### src/rtl/mpc_ddr_rx_align_pkg.sv
// Shared FSM state type, training defaults and idle-bus constant for the MPC DDR receive path.
// Latency: none, declarations only.
// Backpressure: not applicable.
package mpc_rx_pkg;

    typedef enum logic [1:0] {
        ST_IDLE,
        ST_HUNT,
        ST_CHECK,
        ST_LOCKED
    } rx_state_t;

    localparam logic [7:0] TRAIN_1ST_DEF = 8'hAA;
    localparam logic [7:0] TRAIN_2ND_DEF = 8'h55;

    localparam int IDLE_MAXW = 64;

    // Idle MPC bus level is all-ones; callers truncate to their own width.
    function automatic logic [IDLE_MAXW-1:0] idle_ones();
        return {IDLE_MAXW{1'b1}};
    endfunction

endpackage

### src/rtl/mpc_ddr_rx_align_capture.sv
// Both-edge capture of the 80 MHz MPC bus and 1st/2nd pairing with optional phase swap.
// Latency: pair is combinational from the capture flops, valid before the next posedge.
// Backpressure: none; a new pair every clock cycle.
module mpc_ddr_capture
    import mpc_rx_pkg::*;
#(
    parameter int WIDTH = 8
) (
    input  logic               clock,
    input  logic               reset_n,
    input  logic [WIDTH-1:0]   din,
    input  logic               swap,
    output logic [2*WIDTH-1:0] pair
);
    localparam logic [WIDTH-1:0] IDLE_W = WIDTH'(idle_ones());

    logic [WIDTH-1:0] rise_q;
    logic [WIDTH-1:0] fall_q;
    logic [WIDTH-1:0] fall_q_d;

    always_ff @(posedge clock or negedge reset_n) begin
        if (!reset_n) begin
            rise_q   <= IDLE_W;
            fall_q_d <= IDLE_W;
        end else begin
            rise_q   <= din;
            fall_q_d <= fall_q;
        end
    end

    always_ff @(negedge clock or negedge reset_n) begin
        if (!reset_n) begin
            fall_q <= IDLE_W;
        end else begin
            fall_q <= din;
        end
    end

    // swap=1 pairs the negedge sample preceding rise_q, held in fall_q_d.
    assign pair = swap ? {fall_q_d, rise_q} : {rise_q, fall_q};

endmodule

### src/rtl/mpc_ddr_rx_align.sv
// MPC DDR receiver: pairs both-edge samples, delays them by dly cycles, trains lock on a fixed pattern.
// Latency: 1 + dly cycles from the posedge capturing the 1st word (swap=0).
// Backpressure: none; output words update every clock cycle.
module mpc_ddr_rx_align
    import mpc_rx_pkg::*;
#(
    parameter int               WIDTH     = 8,
    parameter int               MAXDLY    = 7,
    parameter logic [WIDTH-1:0] TRAIN_1ST = WIDTH'(TRAIN_1ST_DEF),
    parameter logic [WIDTH-1:0] TRAIN_2ND = WIDTH'(TRAIN_2ND_DEF),
    parameter int               LOCK_CNT  = 16,
    parameter int               ERRW      = 12,
    localparam int              DW        = $clog2(MAXDLY + 1)
) (
    input  logic             clock,
    input  logic             reset_n,
    input  logic [WIDTH-1:0] din,
    input  logic             swap,
    input  logic [DW-1:0]    dly,
    input  logic             train_en,
    input  logic             err_cnt_clr,
    output logic [WIDTH-1:0] dout1st,
    output logic [WIDTH-1:0] dout2nd,
    output logic             locked,
    output logic             phase_err,
    output logic [ERRW-1:0]  err_cnt
);
    localparam int            PW        = 2 * WIDTH;
    localparam int            CW        = $clog2(LOCK_CNT + 1);
    localparam logic [PW-1:0] IDLE_PAIR = PW'(idle_ones());
    localparam logic [PW-1:0] GOOD_PAIR = {TRAIN_1ST, TRAIN_2ND};
    localparam logic [PW-1:0] SWAP_PAIR = {TRAIN_2ND, TRAIN_1ST};
    localparam logic [CW-1:0] LAST_CNT  = CW'(LOCK_CNT - 1);

    logic [PW-1:0] pair;
    logic [PW-1:0] dline   [1:MAXDLY];
    logic [PW-1:0] tap_sel [0:(1<<DW)-1];
    logic [PW-1:0] dout_q;
    rx_state_t     state;
    logic [CW-1:0] match_cnt;
    logic          train_en_q;

    mpc_ddr_capture #(.WIDTH(WIDTH)) u_capture (
        .clock   (clock),
        .reset_n (reset_n),
        .din     (din),
        .swap    (swap),
        .pair    (pair)
    );

    // Select encodings above MAXDLY alias onto the deepest tap.
    for (genvar i = 0; i < (1 << DW); i++) begin : g_tap
        localparam int J = (i > MAXDLY) ? MAXDLY : i;
        if (J == 0) begin : g_direct
            assign tap_sel[i] = pair;
        end else begin : g_line
            assign tap_sel[i] = dline[J];
        end
    end

    always_ff @(posedge clock or negedge reset_n) begin
        if (!reset_n) begin
            for (int i = 1; i <= MAXDLY; i++) dline[i] <= IDLE_PAIR;
            dout_q <= IDLE_PAIR;
        end else begin
            dline[1] <= pair;
            for (int i = 2; i <= MAXDLY; i++) dline[i] <= dline[i-1];
            dout_q <= tap_sel[dly];
        end
    end

    assign dout1st = dout_q[PW-1:WIDTH];
    assign dout2nd = dout_q[WIDTH-1:0];

    // Training looks at the undelayed pair so dly never disturbs lock.
    always_ff @(posedge clock or negedge reset_n) begin
        if (!reset_n) begin
            state      <= ST_IDLE;
            match_cnt  <= '0;
            locked     <= 1'b0;
            phase_err  <= 1'b0;
            train_en_q <= 1'b0;
        end else begin
            train_en_q <= train_en;
            phase_err  <= 1'b0;
            if (!train_en) begin
                state <= ST_IDLE;
            end else begin
                case (state)
                    ST_IDLE: begin
                        if (!train_en_q) begin
                            state     <= ST_HUNT;
                            locked    <= 1'b0;
                            match_cnt <= '0;
                        end
                    end
                    ST_HUNT: begin
                        if (pair == GOOD_PAIR) begin
                            state     <= ST_CHECK;
                            match_cnt <= CW'(1);
                        end else if (pair == SWAP_PAIR) begin
                            phase_err <= 1'b1;
                        end
                    end
                    ST_CHECK: begin
                        if (pair != GOOD_PAIR) begin
                            state     <= ST_HUNT;
                            match_cnt <= '0;
                        end else begin
                            match_cnt <= match_cnt + CW'(1);
                            if (match_cnt == LAST_CNT) begin
                                state  <= ST_LOCKED;
                                locked <= 1'b1;
                            end
                        end
                    end
                    default: begin
                    end
                endcase
            end
        end
    end

    always_ff @(posedge clock or negedge reset_n) begin
        if (!reset_n) begin
            err_cnt <= '0;
        end else if (err_cnt_clr) begin
            err_cnt <= '0;
        end else if (train_en && state == ST_LOCKED && pair != GOOD_PAIR && err_cnt != '1) begin
            err_cnt <= err_cnt + ERRW'(1);
        end
    end

endmodule

### config.mk
export PLATFORM = sky130hd
export DESIGN_NAME = mpc_ddr_rx_align
export DESIGN_NICKNAME = d
export VERILOG_FILES = /design/src/rtl/mpc_ddr_rx_align_pkg.sv /design/src/rtl/mpc_ddr_rx_align_capture.sv /design/src/rtl/mpc_ddr_rx_align.sv
export SDC_FILE = /design/constraint.sdc
export NUM_CORES = 1
export LEC_CHECK = 0
export ABC_CLOCK_PERIOD_IN_PS = 2800
export CAP_MARGIN = 20
export CORE_MARGIN = 2
export CORE_UTILIZATION = 61
export CTS_BUF_LIST = sky130_fd_sc_hd__clkbuf_16
export DETAILED_ROUTE_END_ITERATION = 7
export GPL_ROUTABILITY_DRIVEN = 1
export PLACE_DENSITY = 0.82
export RECOVER_POWER = 50
export SYNTH_ARGS = -nofsm -noshare
export SYNTH_HDL_FRONTEND = slang
export SYNTH_HIERARCHICAL = 1
export SYNTH_SLANG_ARGS = --single-unit
### constraint.sdc
create_clock -name clock -period 2.8 [get_ports clock]
set_input_delay 0.28 -clock clock [delete_from_list [all_inputs] [get_ports clock]]
set_output_delay 0.28 -clock clock [all_outputs]
set_load 0.05 [all_outputs]
==> results.env <==
STATUS='finished with violations'
FAILING_CHECKS='setup timing'
GRT_START_MAX_NET_PINS=129
INITIAL_CORE_UTILIZATION_PCT=62.0
DETAILEDPLACE.WORSTSLACK_NS=-0.633
FIN_NETS=490
SYNTH.TOP_CELLS.BY_AREA='sky130_fd_sc_hd__dfstp_2 (60%), sky130_fd_sc_hd__mux4_2 (10%), sky130_fd_sc_hd__dfrtp_1 (8.2%), sky130_fd_sc_hd__mux2_2 (3.7%), sky130_fd_sc_hd__mux2_4 (2.5%)'
GRT_UTIL_MET2_PCT=38.2
DETAIL_ROUTE.FIRST_PASS.ITERATIONS=4
GRT_SETUP_UNREPAIRED='true'
FINALWEIGHTEDCONGESTION=0.795
CTS.REPORTEDPATHS.CLKPINSLEW_NS=0.07
DIE-HEIGHT_UM=109
AVGSYNTHCELLAREA_UM2=17.6
GROUTE.LAYER.MET1.USAGE_PCT=33.9
YOSYSSEQAREASHARE_PCT=67.9
DRIVE_ABOVE_1_SHARE_PCT=61.9
HOLD_SLACK_NS=0.350
SYNTH_LARGEST_TYPE_AREA_FRACTION_PCT=59.7
SYNTHARSTFLOPSHARE_PCT=100
P_LEAK_nW=3.24
DOMINANT_CELL_BY_COUNT_IN_THE_SYNTHESIZED_NETLIST='sky130_fd_sc_hd__dfstp_2'
DPL-INSTANCE-AREA_UM2=7450
MAXSLEWVIOLCOUNT=0
SETUP_VIOLATIONS=29
CP.BUFFERS_INVERTERS=2
AREA_GROWTH_SYNTH_TO_FINISH_PCT=24.2
CTS.SINK_COUNT=174
SYNTH_TOP_AREA_CELL='sky130_fd_sc_hd__dfstp_2'
POSTSYNTHCELLCOUNT=381
FINALCOREUTILIZATION_PCT=77.0
CTS_TREE='done'
CHIPWIDTH_UM=109
POWER_DENSITY_nW_PER_UM2=700
DIEAREA_UM2=11800
SYN-CELL-AREA_UM2=6690
HOLD_VIOLATION_COUNT_IN_THE_FINAL_REPORT=0
MAXCAPVIOLCOUNT=0
SYNTH-EDFF-COUNT=0
CRITICAL_PATH.TOP_DELAY_FAMILY='simple AND/OR/NAND/NOR gates'
GRT.MET3_USAGE_PCT=6.22
DETAIL_ROUTE.WIRELENGTH_UM=12900
SYNTH-WARNING-COUNT=6
TOP_USAGE_LAYER='met2'
NET_COUNT_AFTER_SYNTHESIS=404
CORE_AREA_UM2=10800
GRT_PASS1_VIAS=3973
NUMBER_OF_BUFFERS_ADDED_BY_THE_CLOCK_TREE_SYNTHESIS_STEP=17
SYNTHDISTINCTLIBCELLS=50
SYNTH-SEQ-CELLS=174
IR_DROP_mV=0.537
CLOCK-SKEW-FINAL_NS=0.0463
DRT_ITER0_MARKERS=113
MAX_STAGE_DELAY_NS=0.52
PORT_BUFFERS=45
WORSTPATHMAXFANOUT=11
WL_PER_CELL_UM=20.8
CPMAXSTAGEDELAYCELL='sky130_fd_sc_hd__dfstp_2'
CTSROOTBUFFERMASTER='sky130_fd_sc_hd__clkbuf_16'
VIAS=3710
FINALWORSTSETUPSLACK_NS=-0.634
HPWL_UM=7450
INSERTION_DELAY_NS=0.47
ANTENNA_LEFT=0
HTREE_LEVELS=4
ROUTED_VIA_DENSITY=5.98
CRITICAL_PATH_REQUIRED_NS=3.15
GLOBAL_ROUTE.USAGE.TOTAL_PCT=24.5
CRITICAL_PATH_CLASS='reg -> reg'
P_TOTAL_mW=5.82
TRANSITION_AT_THE_PIN_WITH_THE_SMALLEST_MAX_TRANSITION_SLACK_NS=0.857
TIMING.CRITICAL_PATH.ARRIVAL_NS=3.79
FINAL_CELL_AREA_UM2=8310
SYNTH_TOP_FLOP_CELL='sky130_fd_sc_hd__dfstp_2'
CRIT_PATH_CELL_TRACE='mux2_4 -> nand4bb_4 -> buf_6 -> o41ai_4 -> buf_4 -> or4_4 -> a21oi_2'
WORSTSETUPSTARTPOINTTYPE='flop'
GRT_ANTENNA_BEFORE_REPAIR=0
DRC=0
CLASS_OF_THE_MOST_CRITICAL_HOLD_TIMING_PATH='in -> async'
GLOBAL_ROUTE_WIRE_LENGTH_BEFORE_REPAIR_UM=21200
FILLCELLCOUNT=542
GRT.OVERFLOW.TOTAL=0
ROW_COUNT=38
DIODES=0
SYNTH.CELLS.MOST_FREQUENT='sky130_fd_sc_hd__dfstp_2 (152), sky130_fd_sc_hd__mux4_2 (31), sky130_fd_sc_hd__dfrtp_1 (22), sky130_fd_sc_hd__mux2_2 (22), sky130_fd_sc_hd__a21oi_1 (13)'
DESIGN.PORTCOUNT=46
SETUP.WORST_PATH.END_CLASS='flop'
CTSLONGESTPATHBUFFERS=2
MAXSLEWHEADROOM_PCT=42.4
==> sequential cells by signal, summed over array words and instances (netlist names), 2 cells and up <==
name and count:
u_capture/fall_q_d 8, state 2, u_capture/fall_q 8, dout_q 16
dline 112, err_cnt 12, match_cnt 5, u_capture/rise_q 8
==> power breakdown <==
part           internal [mW]  total [mW]  switching, mW
clock network           1.21        2.24           1.03
logic                  0.301       0.661          0.359
registers               2.83        2.92         0.0916
==> through the flow <==
step,cells,setup TNS [ns]
after global placement,569,-10.89
after global routing,620,-15.99
after floorplan,381,-8.26
final,620,-14.15
after CTS,615,-12.62
after detailed placement,569,-11.89
==> worst reg2reg max path: stages (launching register included) <==
cell and delay, ns:
sky130_fd_sc_hd__dfstp_2 0.52, sky130_fd_sc_hd__mux2_4 0.15, sky130_fd_sc_hd__nand4bb_4 0.19, sky130_fd_sc_hd__buf_6 0.13, sky130_fd_sc_hd__o41ai_4 0.08, sky130_fd_sc_hd__buf_4 0.20
sky130_fd_sc_hd__or4_4 0.52, sky130_fd_sc_hd__a21oi_2 0.15
==> routing by layer <==
layer	wire (um)	share of wire, %	up-vias
met4	266	2.1	0
met3	557	4.3	24
li1	-	-	1589
met5	0	0	-
met1	5520	43	1984
met2	6570	51	113
==> cells by family (layout without fill, tap and decap cells) <==
| group | after synthesis | in the layout | synth area share (%) |
|---|---|---|---|
| buffers and inverters | 28 | 127 | 2.19 |
| muxes | 66 | 66 | 17.1 |
| DFF | 174 | 174 | 67.9 |
| and+or+nand+nor | 66 | 66 | 7.25 |
| AOI/OAI and AO/OA | 40 | 40 | 4.22 |
| adders and majority gates | 7 | 7 | 1.31 |
==> worst paths after layout <==
check                                         start             endpoint  slack (ns)  cells past startpoint
worst max-delay path            u_capture/fall_q[3]           err_cnt[4]       -0.63                      7
max in group asynchronous                   reset_n  u_capture/fall_q[5]        0.71                      2
min in group clock                        dline[88]            dline[72]        0.36                      0
worst min-delay path                        reset_n           err_cnt[4]        0.35                      2
worst max register to register  u_capture/fall_q[3]           err_cnt[4]       -0.63                      7
worst min register to register            dline[88]            dline[72]        0.36                      0
==> layout make-up <==
cell class	instances	area [um^2]	share of cell area [%]
inverters	10	37.5	0.452
flip-flops and latches	174	4540	54.7
repair buffers	77	778	9.36
multi-input cells	179	2190	26.4
well taps	140	175	2.11
clock inverters	22	135	1.63
clock buffers	18	450	5.42
==> layout by cell type (no fill, tap or decap), types with 3 or more instances in the layout <==
cell                              count
sky130_fd_sc_hd__clkinv_4             4
sky130_fd_sc_hd__dfrtp_1             22
sky130_fd_sc_hd__nand4bb_4            4
sky130_fd_sc_hd__o31ai_2              3
sky130_fd_sc_hd__dlygate4sd3_1       10
sky130_fd_sc_hd__mux2_2              15
sky130_fd_sc_hd__mux4_2              31
sky130_fd_sc_hd__or3_1                4
sky130_fd_sc_hd__and3_1               4
sky130_fd_sc_hd__o31ai_1              6
sky130_fd_sc_hd__nor2_1               4
sky130_fd_sc_hd__dfstp_2            140
sky130_fd_sc_hd__a21oi_1             10
sky130_fd_sc_hd__clkinvlp_4           4
sky130_fd_sc_hd__buf_6               12
sky130_fd_sc_hd__dfstp_1             12
sky130_fd_sc_hd__or4_1                5
sky130_fd_sc_hd__buf_12               4
sky130_fd_sc_hd__clkdlybuf4s50_1     34
sky130_fd_sc_hd__inv_1               18
sky130_fd_sc_hd__o21ai_1              3
sky130_fd_sc_hd__clkbuf_16           18
sky130_fd_sc_hd__a21oi_2              3
sky130_fd_sc_hd__buf_4               15
sky130_fd_sc_hd__ha_1                 7
sky130_fd_sc_hd__a31oi_1              3
sky130_fd_sc_hd__nand2_1             10
sky130_fd_sc_hd__mux2_4              18
sky130_fd_sc_hd__nand3_1             10
sky130_fd_sc_hd__or4_4                3
==> what timing repair did <==
item                       CTS  global route
pin swaps                    8            14
gates cloned                 0             1
hold buffers                 1             0
setup endpoints to repair   29            29
hold endpoints to repair    16             0
setup buffers                6             4
gates resized for setup     24            15
Power figures use the tool's default switching activity.
==> RTL change: new RTL, config.mk and constraints unchanged <==
`WIDTH` is set to 8 in 2 places; all go to 12.
--- a/src/rtl/mpc_ddr_rx_align_capture.sv
+++ b/src/rtl/mpc_ddr_rx_align_capture.sv
@@ -4,7 +4,7 @@
 module mpc_ddr_capture
     import mpc_rx_pkg::*;
 #(
-    parameter int WIDTH = 8
+    parameter int WIDTH = 12
 ) (
     input  logic               clock,
     input  logic               reset_n,
--- a/src/rtl/mpc_ddr_rx_align.sv
+++ b/src/rtl/mpc_ddr_rx_align.sv
@@ -4,7 +4,7 @@
 module mpc_ddr_rx_align
     import mpc_rx_pkg::*;
 #(
-    parameter int               WIDTH     = 8,
+    parameter int               WIDTH     = 12,
     parameter int               MAXDLY    = 7,
     parameter logic [WIDTH-1:0] TRAIN_1ST = WIDTH'(TRAIN_1ST_DEF),
     parameter logic [WIDTH-1:0] TRAIN_2ND = WIDTH'(TRAIN_2ND_DEF),
Interface: changed (resized din, dout1st and dout2nd); port bits go from 46 to 58. The function was not compared with the original's and may differ.
==> RTL change against the unedited design <==
Combinational power up 62%. The flow still finishes with violations (setup timing). Critical endpoint is now state[1]$_DFFE_PN0P_. Highest routed layer unchanged. Sequential cell count up 76. Area after synthesis up 38%. Routed wire length up 44%. Cell area up 39%. Largest power group unchanged. Critical path depth down 1. Via count up 32%. Setup slack worse by 88 ps. Sequential power up 46%. Total power up 55%.
==> RTL change: results (changes against the unedited design) <==
[metrics] crit path max fanout: 3 (was 11)
[metrics] overall routing resource usage: 24.2% (was 24.5%)
[metrics] Total Routed Length: 18.6 mm (was 12.9 mm)
[metrics] Buffers on Ports: 57 (was 45)
[metrics] number of vias after detailed routing: 4885 (was 3710)
[metrics] largest net degree at the start of global routing: 81 (was 129)
[metrics] Resized cells post-CTS: 36 (was 24)
[metrics] most frequent cells after synthesis: sky130_fd_sc_hd__dfstp_2 (228), sky130_fd_sc_hd__mux4_2 (46), sky130_fd_sc_hd__mux2_2 (32), sky130_fd_sc_hd__dfrtp_1 (22), sky130_fd_sc_hd__mux2_4 (20) (was sky130_fd_sc_hd__dfstp_2 (152), sky130_fd_sc_hd__mux4_2 (31), sky130_fd_sc_hd__dfrtp_1 (22), sky130_fd_sc_hd__mux2_2 (22), sky130_fd_sc_hd__a21oi_1 (13))
[metrics] TritonCTS Buffers: 25 (was 17)
[metrics] Mapped Nets: 519 (was 404)
[metrics] minimum hold slack: 256 ps (was 350 ps)
[metrics] end point of the critical path: state[1]$_DFFE_PN0P_ (was err_cnt[4]$_DFFE_PN0P_)
[metrics] reg2reg path depth: 6 (was 7)
[metrics] H-tree levels: 1 (was 4)
[metrics] final weighted congestion in routability-driven placement: 0.802 (was 0.795)
[metrics] Arr. time, crit path: 3970 ps (was 3790 ps)
[metrics] top area cells in the synthesized netlist: sky130_fd_sc_hd__dfstp_2 (65%), sky130_fd_sc_hd__mux4_2 (11%), sky130_fd_sc_hd__dfrtp_1 (6.0%) (was sky130_fd_sc_hd__dfstp_2 (60%), sky130_fd_sc_hd__mux4_2 (10%), sky130_fd_sc_hd__dfrtp_1 (8.2%))
[metrics] outcome: finished, violations left (unchanged)
[metrics] count of final setup violators: 33 (was 29)
[metrics] transition time at the pin with the least slew margin: 949 ps (was 857 ps)
[metrics] final worst slack: -721 ps (was -634 ps)
[metrics] leakage: 0.00467 µW (was 0.00324 µW)
[metrics] failing checks: setup timing (unchanged)
[metrics] sum of negative setup slack: -15740 ps (was -14150 ps)
[metrics] worst vdd rail ir drop: 476 µV (was 537 µV)
[metrics] Initial Utilization: 61.5% (was 62.0%)
[metrics] Clk Latency, worst-skew pair: 580 ps (was 470 ps)
[metrics] initial detailed-routing violation count: 294 (was 113)
[metrics] final HPWL from detailed placement: 11.1 mm (was 7.45 mm)
[metrics] number of unique standard cell types used by synthesis: 54 (was 50)
[metrics] largest registers in the final layout: dline (168), dout_q (24) (was dline (112), dout_q (16), err_cnt (12))
[metrics] maximum clock insertion buffer count: 3 (was 2)
[metrics] global-route wire length before repair: 30.3 mm (was 21.2 mm)
[metrics] number of filler cells placed in the layout: 776 (was 542)
[metrics] longest individual stage delay on the worst path: 560 ps (was 520 ps)
[metrics] clock skew: 68.6 ps (was 46.3 ps)
[metrics] Critical-path top delay cell: sky130_fd_sc_hd__or4b_4 (was sky130_fd_sc_hd__dfstp_2)
[metrics] sequential share of the synthesized area: 70.7% (was 67.9%)
==> RTL change: changes by cell type after synthesis, sizes merged, moves of 5 or more <==
cell   delta
o21ai     +5
nand4     +6
nand3     -6
o31ai     -6
mux2     +19
dfstp    +76
mux4     +16
==> RTL change: cells by family after synthesis <==
kind of cell,share of synthesized area [%]
muxes,18.9
adders and majority gates,0.947
DFF,70.7
buffers and inverters,1.56
AOI/OAI and AO/OA,2.60
and+or+nand+nor,5.26
==> RTL change: layer usage <==
layer  global-route usage, %  up-vias  wire, µm  share of wire [%]
li1                        -     2067         -                  -
met1                    33.5     2647      7840                 42
met2                    40.0      136      9570                 51
met3                    3.69       35       724                3.9
met4                    8.47        0       447                2.4
met5                       0        -         0                  0
==> RTL change: worst max-delay path, delay by kind of cell, from the launching register on <==
| family | cells | cell delay, ps |
|---|---|---|
| mux | 1 | 270 |
| simple gates | 3 | 1010 |
| flops | 1 | 360 |
| compound gates | 2 | 340 |
==> RTL change: stage by stage <==
step / area, µm² / instances
finish: 11500 / 822
global route: 11500 / 822
CTS: 11400 / 815
detailed placement: 10300 / 751
global placement: 10300 / 751
floorplan: 9300 / 492
==> RTL change: final cells by class <==
class / count / area (µm²) / area share (%)
clock buffers: 25 / 626 / 5.42
clock inverters: 33 / 322 / 2.79
inverters: 6 / 22.5 / 0.195
multi-input cells: 216 / 2770 / 24.0
flip-flops and latches: 250 / 6540 / 56.7
well taps: 188 / 235 / 2.04
repair buffers: 104 / 1030 / 8.89
==> RTL change: power breakdown <==
group | switching [µW] | internal (µW) | leakage, µW
Sequential | 153 | 4090 | 0.00270
Combinational | 583 | 487 | 0.00146
Clock | 1440 | 2260 | 0.000512
